$ cat src/rtl/pram_uart_loader_if.sv
// Write port bundle from the UART program loader into p_ram.
// The loader drives it through the master modport; p_ram, or a bench, observes it through slave.
interface pram_uart_loader_if;
    logic [14:0] pram_address;
    logic [15:0] pram_data;
    logic        pram_wren;

    modport master (output pram_address, output pram_data, output pram_wren);
    modport slave  (input  pram_address, input  pram_data, input  pram_wren);
endinterface

$ cat src/rtl/pram_uart_loader.sv
// Receives a checksummed program image over an 8N1 UART line and writes
// 16-bit words into p_ram, reporting busy/done/error and the word count.
module pram_uart_loader #(
    parameter int CLKS_PER_BIT = 434,
    parameter int GAP_TIMEOUT  = 65535
) (
    input  logic                       clk_in,
    input  logic                       init_n,
    input  logic                       uart_rx,
    pram_uart_loader_if.master         pram,
    output logic                       busy,
    output logic                       done,
    output logic                       error,
    output logic [15:0]                words_loaded
);

    localparam int HALF_BIT = CLKS_PER_BIT / 2;
    localparam int CW       = $clog2(CLKS_PER_BIT + 1);
    localparam int GW       = $clog2(GAP_TIMEOUT + 1) + 1;

    typedef enum logic [1:0] {RX_IDLE, RX_START, RX_DATA, RX_STOP} rx_state_t;
    typedef enum logic [2:0] {SYNC, ADDR_LO, ADDR_HI, CNT_LO, CNT_HI,
                              DATA_LO, DATA_HI, CHK} ld_state_t;

    rx_state_t   r_rx_state;
    logic        r_rx_meta, r_rx_sync, r_rx_prev;
    logic [CW-1:0] r_bit_clk;
    logic [2:0]  r_bit_idx;
    logic [7:0]  r_shift;
    logic        r_byte_valid, r_frame_err;

    ld_state_t   r_ld_state;
    logic [14:0] r_start;
    logic [15:0] r_count, r_idx, r_words;
    logic [7:0]  r_chk, r_lo;
    logic [GW-1:0] r_gap;
    logic [14:0] r_addr_out;
    logic [15:0] r_data_out;
    logic        r_wren, r_busy, r_done, r_error;
    logic        w_abort;
    logic [15:0] w_idx_next;

    // UART receiver: reset leaves the synchronizer at idle-high so no false start is seen
    always_ff @(posedge clk_in or negedge init_n) begin
        if (!init_n) begin
            r_rx_meta    <= 1'b1;
            r_rx_sync    <= 1'b1;
            r_rx_prev    <= 1'b1;
            r_rx_state   <= RX_IDLE;
            r_bit_clk    <= '0;
            r_bit_idx    <= 3'd0;
            r_shift      <= 8'h00;
            r_byte_valid <= 1'b0;
            r_frame_err  <= 1'b0;
        end else begin
            r_rx_meta    <= uart_rx;
            r_rx_sync    <= r_rx_meta;
            r_rx_prev    <= r_rx_sync;
            r_byte_valid <= 1'b0;
            r_frame_err  <= 1'b0;
            case (r_rx_state)
                RX_IDLE: begin
                    if (r_rx_prev && !r_rx_sync) begin
                        r_rx_state <= RX_START;
                        r_bit_clk  <= '0;
                    end
                end
                RX_START: begin
                    if (r_bit_clk == CW'(HALF_BIT - 1)) begin
                        r_bit_clk <= '0;
                        r_bit_idx <= 3'd0;
                        r_rx_state <= r_rx_sync ? RX_IDLE : RX_DATA;
                    end else begin
                        r_bit_clk <= r_bit_clk + CW'(1);
                    end
                end
                RX_DATA: begin
                    if (r_bit_clk == CW'(CLKS_PER_BIT - 1)) begin
                        r_bit_clk <= '0;
                        r_shift   <= {r_rx_sync, r_shift[7:1]};
                        if (r_bit_idx == 3'd7) begin
                            r_rx_state <= RX_STOP;
                        end else begin
                            r_bit_idx <= r_bit_idx + 3'd1;
                        end
                    end else begin
                        r_bit_clk <= r_bit_clk + CW'(1);
                    end
                end
                RX_STOP: begin
                    if (r_bit_clk == CW'(CLKS_PER_BIT - 1)) begin
                        r_bit_clk    <= '0;
                        r_rx_state   <= RX_IDLE;
                        r_byte_valid <= r_rx_sync;
                        r_frame_err  <= !r_rx_sync;
                    end else begin
                        r_bit_clk <= r_bit_clk + CW'(1);
                    end
                end
                default: r_rx_state <= RX_IDLE;
            endcase
        end
    end

    assign w_abort    = (r_ld_state != SYNC) &&
                        (r_frame_err || (!r_byte_valid && r_gap == GW'(GAP_TIMEOUT)));
    assign w_idx_next = r_idx + 16'd1;

    // Frame parser: one byte per state, checksum over everything after the header
    always_ff @(posedge clk_in or negedge init_n) begin
        if (!init_n) begin
            r_ld_state <= SYNC;
            r_start    <= 15'd0;
            r_count    <= 16'd0;
            r_idx      <= 16'd0;
            r_words    <= 16'd0;
            r_chk      <= 8'h00;
            r_lo       <= 8'h00;
            r_gap      <= '0;
            r_addr_out <= 15'd0;
            r_data_out <= 16'd0;
            r_wren     <= 1'b0;
            r_busy     <= 1'b0;
            r_done     <= 1'b0;
            r_error    <= 1'b0;
        end else begin
            r_wren <= 1'b0;
            r_gap  <= (r_ld_state == SYNC || r_byte_valid) ? '0 : r_gap + GW'(1);
            if (w_abort) begin
                r_error    <= 1'b1;
                r_busy     <= 1'b0;
                r_ld_state <= SYNC;
            end else if (r_byte_valid) begin
                if (r_ld_state != SYNC) begin
                    r_chk <= r_chk ^ r_shift;
                end
                case (r_ld_state)
                    SYNC: begin
                        if (r_shift == 8'hA5) begin
                            r_busy     <= 1'b1;
                            r_done     <= 1'b0;
                            r_error    <= 1'b0;
                            r_words    <= 16'd0;
                            r_chk      <= 8'h00;
                            r_idx      <= 16'd0;
                            r_ld_state <= ADDR_LO;
                        end
                    end
                    ADDR_LO: begin
                        r_start[7:0] <= r_shift;
                        r_ld_state   <= ADDR_HI;
                    end
                    ADDR_HI: begin
                        r_start[14:8] <= r_shift[6:0];
                        r_ld_state    <= CNT_LO;
                    end
                    CNT_LO: begin
                        r_count[7:0] <= r_shift;
                        r_ld_state   <= CNT_HI;
                    end
                    CNT_HI: begin
                        r_count[15:8] <= r_shift;
                        r_ld_state    <= ({r_shift, r_count[7:0]} == 16'd0) ? CHK : DATA_LO;
                    end
                    DATA_LO: begin
                        r_lo       <= r_shift;
                        r_ld_state <= DATA_HI;
                    end
                    DATA_HI: begin
                        r_wren     <= 1'b1;
                        r_addr_out <= r_start + r_idx[14:0];
                        r_data_out <= {r_shift, r_lo};
                        r_idx      <= w_idx_next;
                        r_words    <= r_words + 16'd1;
                        r_ld_state <= (w_idx_next == r_count) ? CHK : DATA_LO;
                    end
                    CHK: begin
                        r_done     <= (r_shift == r_chk);
                        r_error    <= (r_shift != r_chk);
                        r_busy     <= 1'b0;
                        r_ld_state <= SYNC;
                    end
                    default: r_ld_state <= SYNC;
                endcase
            end else begin
                r_ld_state <= r_ld_state;
            end
        end
    end

    assign pram.pram_address = r_addr_out;
    assign pram.pram_data    = r_data_out;
    assign pram.pram_wren    = r_wren;
    assign busy              = r_busy;
    assign done              = r_done;
    assign error             = r_error;
    assign words_loaded      = r_words;

endmodule

$ cat src/flat_wrapper.sv
// flat-port wrapper written by rule: the top's interface ports become plain ports
module pram_uart_loader_flat 
#(
    parameter int CLKS_PER_BIT = 434,
    parameter int GAP_TIMEOUT  = 65535
)
  (clk_in, init_n, uart_rx, busy, done, error, words_loaded, pram_pram_address, pram_pram_data, pram_pram_wren);
  pram_uart_loader_if pram_i ();
  input  logic clk_in;
  input  logic init_n;
  input  logic uart_rx;
  output logic busy;
  output logic done;
  output logic error;
  output logic [15:0] words_loaded;
  output wire logic [$bits(pram_i.pram_address)-1:0] pram_pram_address;
  output wire logic [$bits(pram_i.pram_data)-1:0] pram_pram_data;
  output wire logic [$bits(pram_i.pram_wren)-1:0] pram_pram_wren;
  assign pram_pram_address = pram_i.pram_address;
  assign pram_pram_data = pram_i.pram_data;
  assign pram_pram_wren = pram_i.pram_wren;
  pram_uart_loader #(.CLKS_PER_BIT(CLKS_PER_BIT), .GAP_TIMEOUT(GAP_TIMEOUT)) u_core (.clk_in(clk_in), .init_n(init_n), .uart_rx(uart_rx), .pram(pram_i), .busy(busy), .done(done), .error(error), .words_loaded(words_loaded));
endmodule
$ cat config.mk
export PLATFORM = sky130hd
export DESIGN_NAME = pram_uart_loader_flat
export DESIGN_NICKNAME = d
export VERILOG_FILES = /design/src/rtl/pram_uart_loader_if.sv /design/src/rtl/pram_uart_loader.sv /design/src/flat_wrapper.sv
export SDC_FILE = /design/constraint.sdc
export NUM_CORES = 1
export LEC_CHECK = 0
export CELL_PAD_IN_SITES_DETAIL_PLACEMENT = 1
export CELL_PAD_IN_SITES_GLOBAL_PLACEMENT = 1
export CORE_MARGIN = 2
export CORE_UTILIZATION = 35
export DETAILED_ROUTE_END_ITERATION = 6
export PLACE_DENSITY_LB_ADDON = 0.1
export SETUP_SLACK_MARGIN = 0.02
export SLEW_MARGIN = 20
export SYNTH_ARGS = -nofsm -noshare
export SYNTH_HDL_FRONTEND = slang
export SYNTH_SLANG_ARGS = --single-unit
$ cat constraint.sdc
create_clock -name clk_in -period 4 [get_ports clk_in]
set_input_delay 1 -clock clk_in [delete_from_list [all_inputs] [get_ports clk_in]]
set_output_delay 1 -clock clk_in [all_outputs]
set_load 0.02 [all_outputs]
==> run summary <==
clk root buf - clkbuf_16
kind of critical path - flip-flop to flip-flop
Hold Startpoint - u_core.r_rx_meta
compound-cell area share of the yosys netlist - 12.4%
Worst EP arrival - 3.22 ns
Die Y - 157 um
Hold Fails Final Rpt - 0
CP endpoint kind - flip-flop
Critical Path Source Type - flip-flop
CP Max Fanout - 12
core outline area - 22800 um^2
Final ANT Viol Nets - 0
FFs w/ async S/R, synth - 100%
worst setup path start - u_core.r_shift[1]
Slew Limit Headroom - 43.1%
Lkg Pwr - 4.26 nW
total die area - 24500 um^2
power per cell area - 371 nW/um^2
synth cell count leaders - 158 x dfrtp_1, 118 x nand2_1, 73 x o21ai_0, 62 x nor2_1, 43 x mux2_2
ANT cells - 0
Max IR drop VDD - 227 uV
Reg-to-Reg Start - u_core.r_shift[1]
XOR/XNOR Fraction of Synth Area - 6.45%
largest net degree at the start of global routing - 85
Longest Clk Path Bufs - 2
Tmin final - 2.90 ns
worst path required time - 4.32 ns
fin nets - 905
Synth-to-Final Area Change - 18.8%
max-slew violation count - 0
Post-Syn Nets - 852
I/O pin count - 54
total CTS buffers - 17
Max Cap Viol - 0
Distinct cells, synth - 63
initial antenna violation count - 0
Post-CTS Setup Repair Bufs - 0
clock slew at reported path FFs - 0.07 ns
first-pass GRT wire length - 36.8 mm
Clock Latency Late Sink - 0.43 ns
register area - 4030 um^2
top cells by area, synth - dfrtp_1 49%, mux2_2 5.9%, nand2_1 5.4%
vias in the first global route - 6856
multi-input logic area - 3870 um^2
top-area cell type share of the netlist area - 48.5%
largest family of logic cells by synthesized area - simple AND/OR/NAND/NOR gates
EDFF count, synth - 0
RSZ-0062 raised after global routing - false
Sink Count - 161
sequential fraction of the synthesis area - 49.5%
total detailed-routing wirelength - 21.8 mm
GR Overflow Total - 0
Tcrit/Tclk final - 72.6%
layout cells sized above 1 - 12.2%
Tot GR Track Use - 19.2%
Synth Area in Simple Gates - 18.3%
DRC Markers - 0
final setup fails - 0
via count - 6198
DRT iter0 DRCs - 297
TritonCTS clock tree - built
ys flop type - dfrtp_1
H-tree levels - 4
post-route setup TNS - 0 ns
syn_area_per_cell - 9.87 um^2
Max Clock Skew - 0.00965 ns
Hold Path Class - flip-flop to flip-flop
dpl hpwl - 15.6 mm
Die X - 157 um
Synthesis Warnings - 0
WL/cell - 18.1 um
fraction of synthesized area in multiplexers - 6.44%
starting density of the core - 35.8%
most numerous cell in the Yosys netlist - dfrtp_1
Netlist Area Pre-Place - 8150 um^2
outcome - completed
Final GP Congestion - 0.804
Post-Synth Adder-Cell Area - 3.78%
Design Power - 3.59 mW
Fill cells - 2529
drt first pass iters - 4
# resized after CTS - 0
PortBufs - 53
cells after synthesis - 825
area leader, netlist - dfrtp_1
# rows - 55
Seq cells post-synth - 161
Max Clk Rate - 344 MHz
# hold bufs at CTS - 0
Worst Max-Slew Pin Slew - 0.853 ns
vias per cell - 5.15
-- power breakdown --
| part | total [mW] | internal [mW] | switching, mW |
|---|---|---|---|
| registers | 1.71 | 1.66 | 0.0500 |
| clock network | 1.68 | 0.938 | 0.742 |
| logic | 0.196 | 0.0665 | 0.129 |
-- layer usage --
metal  global-route usage, %  up-vias  routed length [um]
li1                        -     2994                   -
met1                    24.2     3132                9900
met2                    34.0       55               11200
met3                    3.13       17                 476
met4                    5.37        0                 262
met5                       0        -                   0
-- critical path, cell delays in order, from the launching register on --
cell and delay (ns):
dfrtp_1 0.55, or4_4 0.62, nor4_4 0.56, buf_4 0.29
o21ai_0 0.25, nor3_1 0.28, xnor2_1 0.17, nor2_1 0.05
-- flip-flops by register name (all words and copies together), names as in the netlist, 3 cells and up, named ones only --
| signal | cells |
|---|---|
| u_core.r_ld_state | 3 |
| u_core.r_chk | 8 |
| u_core.pram.pram_data | 16 |
| u_core.r_count | 16 |
| u_core.r_lo | 8 |
| u_core.r_start | 15 |
| u_core.r_shift | 8 |
| u_core.r_idx | 16 |
| u_core.pram.pram_address | 15 |
| u_core.words_loaded | 16 |
| u_core.r_bit_clk | 9 |
| u_core.r_gap | 17 |
| u_core.r_bit_idx | 3 |
-- cell usage in the layout, fill, tap and decap left out, types with 4 or more instances in the layout --
cell type	synthesis	layout
clkbuf_16	0	17
nor2b_1	10	10
dfrtp_1	158	158
o21ai_0	73	73
mux2_2	43	43
a22o_1	8	8
nor3_1	15	15
a211oi_1	4	4
nor4_1	10	10
a21o_1	5	5
and3_1	6	6
clkdlybuf4s50_1	0	52
o31ai_1	9	9
nor2_1	62	62
mux2i_1	4	4
o21a_1	7	7
and4_1	5	5
nand2_1	118	118
buf_4	0	12
and2_1	4	4
ha_1	23	23
nand4_1	13	13
or3_1	6	6
nand3_1	25	24
xor2_1	28	28
clkinvlp_4	0	4
xnor2_1	32	32
nand2b_1	9	9
inv_6	0	4
o22ai_1	6	6
inv_1	33	33
a21oi_1	27	27
-- metrics by stage --
step / hold slack [ns] / utilization [%] / area, um^2 / setup WS, ns / instances
finish: 0.358 / 42.5 / 9680 / 1.10 / 1204
global route: 0.362 / 42.5 / 9680 / 0.834 / 1204
detailed placement: 0.349 / 39.9 / 9080 / 1.05 / 1172
CTS: 0.360 / 42.5 / 9680 / 1.03 / 1204
global placement: 0.347 / 39.9 / 9080 / 1.21 / 1172
floorplan: 0.345 / - / 8150 / 1.64 / 825
-- final timing paths --
| kind | to | slack, ns | cells past startpoint |
|---|---|---|---|
| setup / recovery | u_core.words_loaded[12] | 1.10 | 7 |
| hold / removal | u_core.r_rx_sync | 0.36 | 0 |
| setup reg to reg | u_core.words_loaded[12] | 1.10 | 7 |
| hold reg to reg | u_core.r_rx_sync | 0.36 | 0 |
| max in group asynchronous | u_core.r_rx_sync | 2.54 | 2 |
| min in group asynchronous | u_core.words_loaded[8] | 0.64 | 1 |
-- final cells by class --
| class | count | share of cell area [%] |
|---|---|---|
| Clock buffer | 17 | 4.39 |
| Sequential cell | 161 | 41.7 |
| Tap cell | 313 | 4.05 |
| Timing Repair Buffer | 67 | 6.84 |
| Clock inverter | 15 | 1.80 |
| Inverter | 33 | 1.28 |
| Multi-Input combinational cell | 598 | 40.0 |
-- logic make-up after synthesis --
family	Yosys count
buffers and inverters	66
muxes	47
AOI/OAI and AO/OA	162
xor gates and xnor gates	60
adders and majority gates	24
and+or+nand+nor	305
DFF	161
(Power assumes the default switching activity.)
